`src/rtl/pwm_seq_pkg.sv`:
```
// Shared types for the PFC/inverter start-up and fault-retry sequencer: state encoding,
// fault cause bit positions, synchronizer lane map and counter-width helpers.
package pwm_seq_pkg;

    typedef enum logic [2:0] {
        ST_IDLE      = 3'd0,
        ST_PFC_START = 3'd1,
        ST_RUN       = 3'd2,
        ST_COOLDOWN  = 3'd3,
        ST_RETRY_RST = 3'd4,
        ST_LOCKOUT   = 3'd5
    } seq_state_t;

    localparam int FS_PFC     = 0;
    localparam int FS_INV1    = 1;
    localparam int FS_INV2    = 2;
    localparam int FS_TIMEOUT = 3;
    localparam int FS_WDOG    = 4;

    localparam int SI_START = 0;
    localparam int SI_STOP  = 1;
    localparam int SI_PFC   = 2;
    localparam int SI_INV1  = 3;
    localparam int SI_INV2  = 4;
    localparam int SI_BUS   = 5;
    localparam int SI_HB    = 6;
    localparam int SYNC_W   = 7;

    // Bits needed to hold values 0..max_val.
    function automatic int cnt_w(input int unsigned max_val);
        return (max_val == 0) ? 1 : $clog2(max_val + 1);
    endfunction

    function automatic int unsigned max3(input int unsigned a, input int unsigned b,
                                         input int unsigned c);
        int unsigned m;
        m = (a > b) ? a : b;
        return (m > c) ? m : c;
    endfunction

endpackage

```
`src/rtl/pwm_seq_sync.sv`:
```
// Multi-bit 2-flop synchronizer for independent level inputs.
// Latency: 2 cycles; no backpressure.
module pwm_seq_sync #(
    parameter int W = 1
) (
    input  logic         i_clk,
    input  logic         i_rst_n,
    input  logic [W-1:0] i_d,
    output logic [W-1:0] o_q
);

    logic [W-1:0] r_meta;
    logic [W-1:0] r_sync;

    always_ff @(posedge i_clk or negedge i_rst_n) begin
        if (!i_rst_n) begin
            r_meta <= '0;
            r_sync <= '0;
        end else begin
            r_meta <= i_d;
            r_sync <= r_meta;
        end
    end

    assign o_q = r_sync;

endmodule

```
`src/rtl/pwm_fault_sequencer.sv`:
```
// PFC-then-inverter start-up, trip/cooldown/retry and windowed lockout sequencer.
// Latency: inputs to outputs 3 cycles; no backpressure. PWM_SEQ_WDOG_EN adds a heartbeat watchdog.
module pwm_fault_sequencer
    import pwm_seq_pkg::*;
#(
    parameter int unsigned SOFTSTART_CYC    = 50000,
    parameter int unsigned COOLDOWN_CYC     = 500000,
    parameter int unsigned RETRY_WINDOW_CYC = 5000000,
    parameter int unsigned MAX_RETRY        = 3,
    parameter int unsigned RST_PULSE_CYC    = 4,
    parameter int unsigned WDOG_CYC         = 250000
) (
    input  logic       CLK_50M,
    input  logic       Rst_n,
    input  logic       start_req,
    input  logic       stop_req,
    input  logic       clr_lock,
    input  logic       pfc_ok,
    input  logic       inv1_ok,
    input  logic       inv2_ok,
    input  logic       bus_ready,
    input  logic       dsp_hb,
    output logic       pfc_run,
    output logic       inv_run,
    output logic       reset_pulse,
    output logic       lockout,
    output logic [2:0] state,
    output logic [1:0] retry_cnt,
    output logic [4:0] fault_src
);

    localparam int unsigned    TMR_MAX = max3(SOFTSTART_CYC, COOLDOWN_CYC, RST_PULSE_CYC);
    localparam int             TMR_W   = cnt_w(TMR_MAX);
    localparam logic [TMR_W-1:0] TMR_TOP = TMR_W'(TMR_MAX);
    localparam logic [TMR_W-1:0] SS_LAST = TMR_W'(SOFTSTART_CYC - 1);
    localparam logic [TMR_W-1:0] CD_LAST = TMR_W'(COOLDOWN_CYC - 1);
    localparam logic [TMR_W-1:0] RP_LAST = TMR_W'(RST_PULSE_CYC - 1);
    localparam int             WIN_W   = cnt_w(RETRY_WINDOW_CYC);
    localparam logic [WIN_W-1:0] WIN_LAST = WIN_W'(RETRY_WINDOW_CYC - 1);
    localparam logic [1:0]     MAX_R   = 2'(MAX_RETRY);

    logic [SYNC_W-1:0] w_sync;
    logic              w_start;
    logic              w_stop;
    logic              w_bus;
    logic              w_hb;
    logic              w_active;
    logic              w_timeout;
    logic              w_wdog_exp;
    logic              w_win_exp;
    logic              w_trip;
    logic [4:0]        w_cause;
    logic [1:0]        w_retry_base;
    logic [1:0]        w_retry_next;

    seq_state_t        r_state;
    logic [TMR_W-1:0]  r_tmr;
    logic [WIN_W-1:0]  r_win_cnt;
    logic [1:0]        r_retry_cnt;
    logic [4:0]        r_fault_src;
    logic              r_pfc_run;
    logic              r_inv_run;
    logic              r_rst_pulse;
    logic              r_lockout;

    pwm_seq_sync #(.W(SYNC_W)) u_sync (
        .i_clk   (CLK_50M),
        .i_rst_n (Rst_n),
        .i_d     ({dsp_hb, bus_ready, inv2_ok, inv1_ok, pfc_ok, stop_req, start_req}),
        .o_q     (w_sync)
    );

    assign w_start = w_sync[SI_START];
    assign w_stop  = w_sync[SI_STOP];
    assign w_bus   = w_sync[SI_BUS];
    assign w_hb    = w_sync[SI_HB];

`ifdef PWM_SEQ_WDOG_EN
    localparam int             WD_W    = cnt_w(WDOG_CYC);
    localparam logic [WD_W-1:0] WD_LAST = WD_W'(WDOG_CYC - 1);

    logic            r_hb_d;
    logic [WD_W-1:0] r_wdog_cnt;

    // Any heartbeat edge restarts the count; the counter parks at expiry until one arrives.
    always_ff @(posedge CLK_50M or negedge Rst_n) begin
        if (!Rst_n) begin
            r_hb_d     <= 1'b0;
            r_wdog_cnt <= '0;
        end else begin
            r_hb_d <= w_hb;
            if (w_hb ^ r_hb_d)
                r_wdog_cnt <= '0;
            else if (r_wdog_cnt != WD_LAST)
                r_wdog_cnt <= r_wdog_cnt + WD_W'(1);
        end
    end

    assign w_wdog_exp = (r_wdog_cnt == WD_LAST);
`else
    logic                     w_unused_hb;
    localparam int unsigned   unused_wdog_cyc = WDOG_CYC;
    assign w_unused_hb = w_hb;
    assign w_wdog_exp  = 1'b0;
`endif

    assign w_active  = (r_state == ST_PFC_START) || (r_state == ST_RUN);
    assign w_timeout = (r_state == ST_PFC_START) && (r_tmr == SS_LAST);

    assign w_cause[FS_PFC]     = ~w_sync[SI_PFC];
    assign w_cause[FS_INV1]    = ~w_sync[SI_INV1];
    assign w_cause[FS_INV2]    = ~w_sync[SI_INV2];
    assign w_cause[FS_TIMEOUT] = w_timeout;
    assign w_cause[FS_WDOG]    = w_wdog_exp;

    assign w_trip = w_active && (|w_cause);

    // Window is frozen in lockout so retry_cnt keeps showing the trip count until cleared.
    assign w_win_exp    = (r_retry_cnt != 2'd0) && (r_state != ST_LOCKOUT) && (r_win_cnt == WIN_LAST);
    assign w_retry_base = w_win_exp ? 2'd0 : r_retry_cnt;
    assign w_retry_next = (w_retry_base == MAX_R) ? w_retry_base : w_retry_base + 2'd1;

    always_ff @(posedge CLK_50M or negedge Rst_n) begin
        if (!Rst_n) begin
            r_state     <= ST_IDLE;
            r_tmr       <= '0;
            r_win_cnt   <= '0;
            r_retry_cnt <= 2'd0;
            r_fault_src <= 5'd0;
            r_pfc_run   <= 1'b0;
            r_inv_run   <= 1'b0;
            r_rst_pulse <= 1'b0;
            r_lockout   <= 1'b0;
        end else begin
            r_tmr <= (r_tmr == TMR_TOP) ? r_tmr : r_tmr + TMR_W'(1);

            if (w_win_exp) begin
                r_retry_cnt <= 2'd0;
                r_win_cnt   <= '0;
            end else if ((r_retry_cnt != 2'd0) && (r_state != ST_LOCKOUT)) begin
                r_win_cnt <= r_win_cnt + WIN_W'(1);
            end

            if (w_stop && (r_state != ST_LOCKOUT)) begin
                r_state     <= ST_IDLE;
                r_pfc_run   <= 1'b0;
                r_inv_run   <= 1'b0;
                r_rst_pulse <= 1'b0;
            end else if (w_trip) begin
                // A trip on the window-expiry cycle lands in the fresh window via w_retry_base.
                r_fault_src <= r_fault_src | w_cause;
                r_pfc_run   <= 1'b0;
                r_inv_run   <= 1'b0;
                r_tmr       <= '0;
                r_retry_cnt <= w_retry_next;
                if (w_retry_next == MAX_R) begin
                    r_state   <= ST_LOCKOUT;
                    r_lockout <= 1'b1;
                end else begin
                    r_state <= ST_COOLDOWN;
                end
            end else begin
                case (r_state)
                    ST_IDLE: begin
                        if (w_start) begin
                            r_fault_src <= 5'd0;
                            r_state     <= ST_PFC_START;
                            r_pfc_run   <= 1'b1;
                            r_tmr       <= '0;
                        end
                    end
                    ST_PFC_START: begin
                        if (w_bus) begin
                            r_state   <= ST_RUN;
                            r_inv_run <= 1'b1;
                        end
                    end
                    ST_RUN: ;
                    ST_COOLDOWN: begin
                        if (r_tmr == CD_LAST) begin
                            r_state     <= ST_RETRY_RST;
                            r_rst_pulse <= 1'b1;
                            r_tmr       <= '0;
                        end
                    end
                    ST_RETRY_RST: begin
                        if (r_tmr == RP_LAST) begin
                            r_rst_pulse <= 1'b0;
                            r_tmr       <= '0;
                            if (w_start) begin
                                r_state   <= ST_PFC_START;
                                r_pfc_run <= 1'b1;
                            end else begin
                                r_state <= ST_IDLE;
                            end
                        end
                    end
                    ST_LOCKOUT: begin
                        if (clr_lock) begin
                            r_state     <= ST_IDLE;
                            r_lockout   <= 1'b0;
                            r_retry_cnt <= 2'd0;
                            r_win_cnt   <= '0;
                        end
                    end
                    default: r_state <= ST_IDLE;
                endcase
            end
        end
    end

    assign pfc_run     = r_pfc_run;
    assign inv_run     = r_inv_run;
    assign reset_pulse = r_rst_pulse;
    assign lockout     = r_lockout;
    assign state       = r_state;
    assign retry_cnt   = r_retry_cnt;
    assign fault_src   = r_fault_src;

endmodule

```
`config.mk`:
```
export PLATFORM = sky130hd
export DESIGN_NAME = pwm_fault_sequencer
export DESIGN_NICKNAME = d
export VERILOG_FILES = /design/src/rtl/pwm_seq_pkg.sv /design/src/rtl/pwm_seq_sync.sv /design/src/rtl/pwm_fault_sequencer.sv
export SDC_FILE = /design/constraint.sdc
export NUM_CORES = 1
export LEC_CHECK = 0
export CAP_MARGIN = 20
export CORE_MARGIN = 2
export CORE_UTILIZATION = 54
export CTS_CLUSTER_SIZE = 16
export DETAILED_ROUTE_END_ITERATION = 12
export PLACE_DENSITY = 0.85
export SLEW_MARGIN = 20
export SYNTH_ARGS = -nofsm -noshare
export SYNTH_HDL_FRONTEND = slang
export SYNTH_HIERARCHICAL = 1
export SYNTH_SLANG_ARGS = --single-unit
export TNS_END_PERCENT = 100
```
`constraint.sdc`:
```
create_clock -name CLK_50M -period 2.7 [get_ports CLK_50M]
set_input_delay 0.675 -clock CLK_50M [delete_from_list [all_inputs] [get_ports CLK_50M]]
set_output_delay 0.675 -clock CLK_50M [all_outputs]
set_load 0.05 [all_outputs]
```
==> results of run 1 <==
-- metal layers --
layer  part of all wire [%]  vias to the layer above  global-route usage, %
met5                      0                        -                      0
met4                    1.8                        0                   9.50
met3                    5.0                       13                   5.38
met2                     51                       92                   38.2
met1                     43                     1233                   28.9
li1                       -                     1176                      -
-- report_power, final --
group | leakage (uW) | switching, uW | internal (uW) | total [uW]
Combinational | 0.000657 | 705 | 420 | 1130
Sequential | 0.000871 | 214 | 1160 | 1380
Clock | 0.000143 | 390 | 800 | 1190
Total | 0.00167 | 1310 | 2380 | 3690
-- per-stage QoR --
step	hold WS [ps]	util, %	instances	cell area (sq um)
after floorplan	331	-	326	3260
after global placement	332	60.1	417	3530
after detailed placement	336	60.1	417	3530
after CTS	353	64.9	433	3820
after global routing	367	64.9	433	3820
final	350	64.9	433	3820
-- worst paths after layout --
check	to	slack [ps]	cells after the start
max	state[2]	190	1
min	u_sync/o_q[5]	350	0
max reg2reg	retry_cnt[0]	400	6
min reg2reg	u_sync/o_q[5]	350	0
max in group asynchronous	r_win_cnt[8]	1640	2
min in group asynchronous	u_sync/o_q[5]	500	2
-- sequential cells by signal, indices dropped and copies added (netlist names), 2 cells and up --
name	flops
r_win_cnt	23
fault_src	4
u_sync/o_q	6
retry_cnt	2
u_sync/r_meta	6
state	3
r_tmr	19
-- layout make-up --
cell class	instances	area share, %
flip-flops and latches	67	43.9
well taps	75	2.45
repair buffers	26	6.35
multi-input cells	241	39.0
clock buffers	9	3.24
inverters	8	0.786
clock inverters	7	4.29
==> results.cfg, run 1 <==
[layout]
multi_input_area_sq_mm = 0.00149
nFillCells = 430
synthToLayoutAreaGrowth_pct = 17.2
fin_nets = 366
drive_gt1_share_pct = 9.50
seq_area_sq_mm = 0.00168
mostFrequentLayoutCell = dfrtp_1
mostFrequentLayoutCells = dfrtp_1 (67), nor2_1 (61), nand3_1 (26)
diodes = 0

[clock_tree]
cts_buffers = 9
post_cts_resized = 0
clk_path_buf_depth = 2
cts-root-buf = clkbuf_8
tritoncts = done
htree_num_levels = 3
clk_pin_slew_ps = 70
clk-insertion-delay-late_ps = 350
cts.sinks = 67
post_cts_buffers = 0
hold_buffers = 0

[setup_path]
path_max_fanout = 13
path_cells = clkdlybuf4s50_1
worstSetupStartpoint = state[2]
path_class = register to output port
cp-start-kind = register
worstPathArrival_ps = 1840
endpoint_kind = output port
cp_slowest_stage_delay_ps = 890
r2r-start = state[0]
worstPathBufferInverterCount = 1
cp_slowest_cell = clkdlybuf4s50_1
crit_family = buffers and inverters
required_ps = 2030

[power_and_ir_drop]
power-per-cell-area_mw_per_mm2 = 966
p_leak_uw = 0.00167
ir_worst_vdd_v = 0.000818
p_total_uw = 3690

[placement]
dp_slack_ps = 500
place.gp.congestion = 0.829
portBuffers = 21
hpwl_microns = 4590

[floorplanning]
fp-row-count = 28
core_sq_mm = 0.00589
io_pins = 24
die-area_sq_mm = 0.00668
die_w_microns = 81.7
die_h_microns = 81.7
start_util_pct = 55.4

[grt]
grt_pass1_vias = 2490
track_usage_pct = 23.0
grt_overflow = 0
grt_first_pass_wirelength_microns = 11500
grt_max_degree = 68
grt_antenna_before_repair = 0

[synth]
syn_area_sq_mm = 0.00326
synth_cells = 326
synth_nets = 339
avgSynthCellArea_sq_um = 10.0
synth_warnings = 6

[routing]
dr.first_iter.drc_count = 232
drt_wl_total_microns = 7110
first_pass_iters = 4
drt-wirelength-per-cell_microns = 16.4
drc = 0
vias = 2514
ant_nets = 0
via_per_inst = 5.81

[sta]
fin_crit_ps = 2510
slew_violations = 0
hold_violations = 0
skew_ps = 7.69
finalSetupViolCount = 0
fmax_mhz = 398
fin_ws_ps = 187
slew_headroom_pct = 44.4
worstMarginPinSlew_ps = 835
tns_ps = 0
rsz0062_at_grt = false
period_share_pct = 93.1

[worst_hold_path]
hp-start = u_sync/r_meta[5]
hold_path.class = register to register

[outcome]
outcome = finished, final reports clean

[job]
cap_viol_max_count = 0
No activity file was read; power rests on OpenSTA's default activity.
==> run 2, diff against run 1 <==
--- a/config.mk
+++ b/config.mk
@@ -10,6 +10,7 @@
 export CORE_UTILIZATION = 54
 export CTS_CLUSTER_SIZE = 16
 export DETAILED_ROUTE_END_ITERATION = 12
+export HOLD_SLACK_MARGIN = 0.03
 export PLACE_DENSITY = 0.85
 export SLEW_MARGIN = 20
 export SYNTH_ARGS = -nofsm -noshare
==> results of run 2 <==
The final DEF is identical to that of run 1; final timing and power are the same.
==> run 3, diff against run 2 <==
--- a/config.mk
+++ b/config.mk
@@ -6,8 +6,9 @@
 export NUM_CORES = 1
 export LEC_CHECK = 0
 export CAP_MARGIN = 20
-export CORE_MARGIN = 2
+export CORE_MARGIN = 4
 export CORE_UTILIZATION = 54
+export CTS_CLUSTER_DIAMETER = 100
 export CTS_CLUSTER_SIZE = 16
 export DETAILED_ROUTE_END_ITERATION = 12
 export HOLD_SLACK_MARGIN = 0.03
==> run 3 against run 2 <==
Net effect: non-clock buffer count is 1 higher; total power is 11% lower; largest power group unchanged; maximum frequency is 1.6% higher; setup slack better by 39 ps; utilization is 1.5 points lower; global-route usage is 2.7 points lower; highest routed layer unchanged; routed wire length is 6.1% lower; combinational power hardly changed; sequential share of layout area is 1.0 points higher; worst hold slack worse by 74 ps; clock power is 31% lower; critical path depth stayed put.
==> results.cfg, run 3 (synthesis results as in run 1) <==
[layout]
multi_input_area_sq_mm = 0.00149
final_core_util_pct = 63.5
nFillCells = 446
mostFrequentLayoutCells = dfrtp_1 (67), nor2_1 (61), nand3_1 (26)
seq_area_sq_mm = 0.00168
mostFrequentLayoutCell = dfrtp_1
fin_nets = 367
regMostFlops = r_win_cnt
drive_gt1_share_pct = 9.47
synthToLayoutAreaGrowth_pct = 14.6
reg_top3 = r_win_cnt x23, r_tmr x19
diodes = 0
largest_reg_flops = 23

[floorplanning]
die_h_microns = 85.7
die_w_microns = 85.7
io_pins = 24
start_util_pct = 55.4
fp-row-count = 28
core_sq_mm = 0.00589
die-area_sq_mm = 0.00735

[sta]
hold_violations = 0
rsz0062_at_grt = false
tns_ps = 0
period_share_pct = 91.6
fmax_mhz = 404
slew_violations = 0
fin_crit_ps = 2470
slew_headroom_pct = 45.8
finalSetupViolCount = 0
skew_ps = 10.5
worstMarginPinSlew_ps = 806

[clock_tree]
tritoncts = done
clk-insertion-delay-late_ps = 350
hold_buffers = 0
cts-root-buf = clkbuf_8
clk_pin_slew_ps = 70
htree_num_levels = 3
post_cts_buffers = 0
cts_buffers = 9
post_cts_resized = 0
cts.sinks = 67
clk_path_buf_depth = 2

[worst_hold_path]
hold_path.class = input port to async pin

[routing]
first_pass_iters = 4
dr.first_iter.drc_count = 141
via_per_inst = 5.68
drt_wl_total_microns = 6670
ant_nets = 0
drt-wirelength-per-cell_microns = 15.4
vias = 2465
drc = 0

[setup_path]
cp-start-kind = register
endpoint_kind = output port
cp_slowest_stage_delay_ps = 880
worstPathBufferInverterCount = 1
r2r-start = state[1]
worstPathArrival_ps = 1800
path_max_fanout = 11
r2r_end = r_tmr[18]
crit_family = buffers and inverters
worstRegToRegCells = 6
r2r_slack_ps = 440
cp_slowest_cell = clkdlybuf4s50_1
required_ps = 2030
path_class = register to output port
worst-path-stages = 1
path_cells = clkdlybuf4s50_1

[grt]
track_usage_pct = 20.2
grt_first_pass_wirelength_microns = 11600
grt_overflow = 0
grt_pass1_vias = 2425
grt_antenna_before_repair = 0
grt_max_degree = 27

[placement]
place.gp.congestion = 0.816
hpwl_microns = 4740
portBuffers = 21

[power_and_ir_drop]
ir_worst_vdd_v = 0.000585
p_leak_uw = 0.00163
power-per-cell-area_mw_per_mm2 = 880

[outcome]
outcome = finished, final reports clean

[job]
cap_viol_max_count = 0
-- run 3: cell types whose count changed in the layout (fill, tap and decap cells not counted), sizes merged --
cell / before / now
clkinv: 2 / 3
clkbuf: 9 / 11
buf: 6 / 7
clkinvlp: 0 / 1
bufinv: 5 / 1
-- run 3: area by class of cell --
type	instances	area share (%)
inverter	8	0.804
tap	75	2.51
sequential	67	44.9
multi-input combinational	241	39.9
timing repair buffer	27	6.70
clock buffer	11	3.78
clock inverter	5	1.41
-- run 3: per-layer routing --
layer	global-route usage, %	wire length [microns]	vias to the layer above
met3	5.00	346	11
met2	32.1	3250	71
met1	26.5	2960	1206
met5	0	0	-
li1	-	-	1177
met4	8.63	114	0
-- run 3: power by group --
group | switching [uW] | total [uW] | leakage (uW) | internal [uW]
clock network | 372 | 819 | 0.0000991 | 447
logic | 682 | 1100 | 0.000661 | 420
registers | 204 | 1370 | 0.000871 | 1160
total | 1260 | 3290 | 0.00163 | 2030
-- run 3: metrics by stage --
stage	power (uW)	hold WS [ps]	instance area, sq um	setup WS, ps	std cells
global placement	2440	332	3540	551	418
floorplan	2170	331	3260	372	326
finish	3290	277	3740	226	434
CTS	3300	282	3740	212	434
global route	3490	312	3740	156	434
detailed placement	2490	335	3540	441	418
-- run 3: worst max path at each step --
stage / from / to / slack (ps)
global placement: state[0] / r_tmr[11] / 550
global route: state[0] / state[0] / 160
detailed placement: state[1] / r_tmr[3] / 440
floorplan: state[0] / state[0] / 370
CTS: state[0] / state[0] / 210
finish: state[0] / state[0] / 230
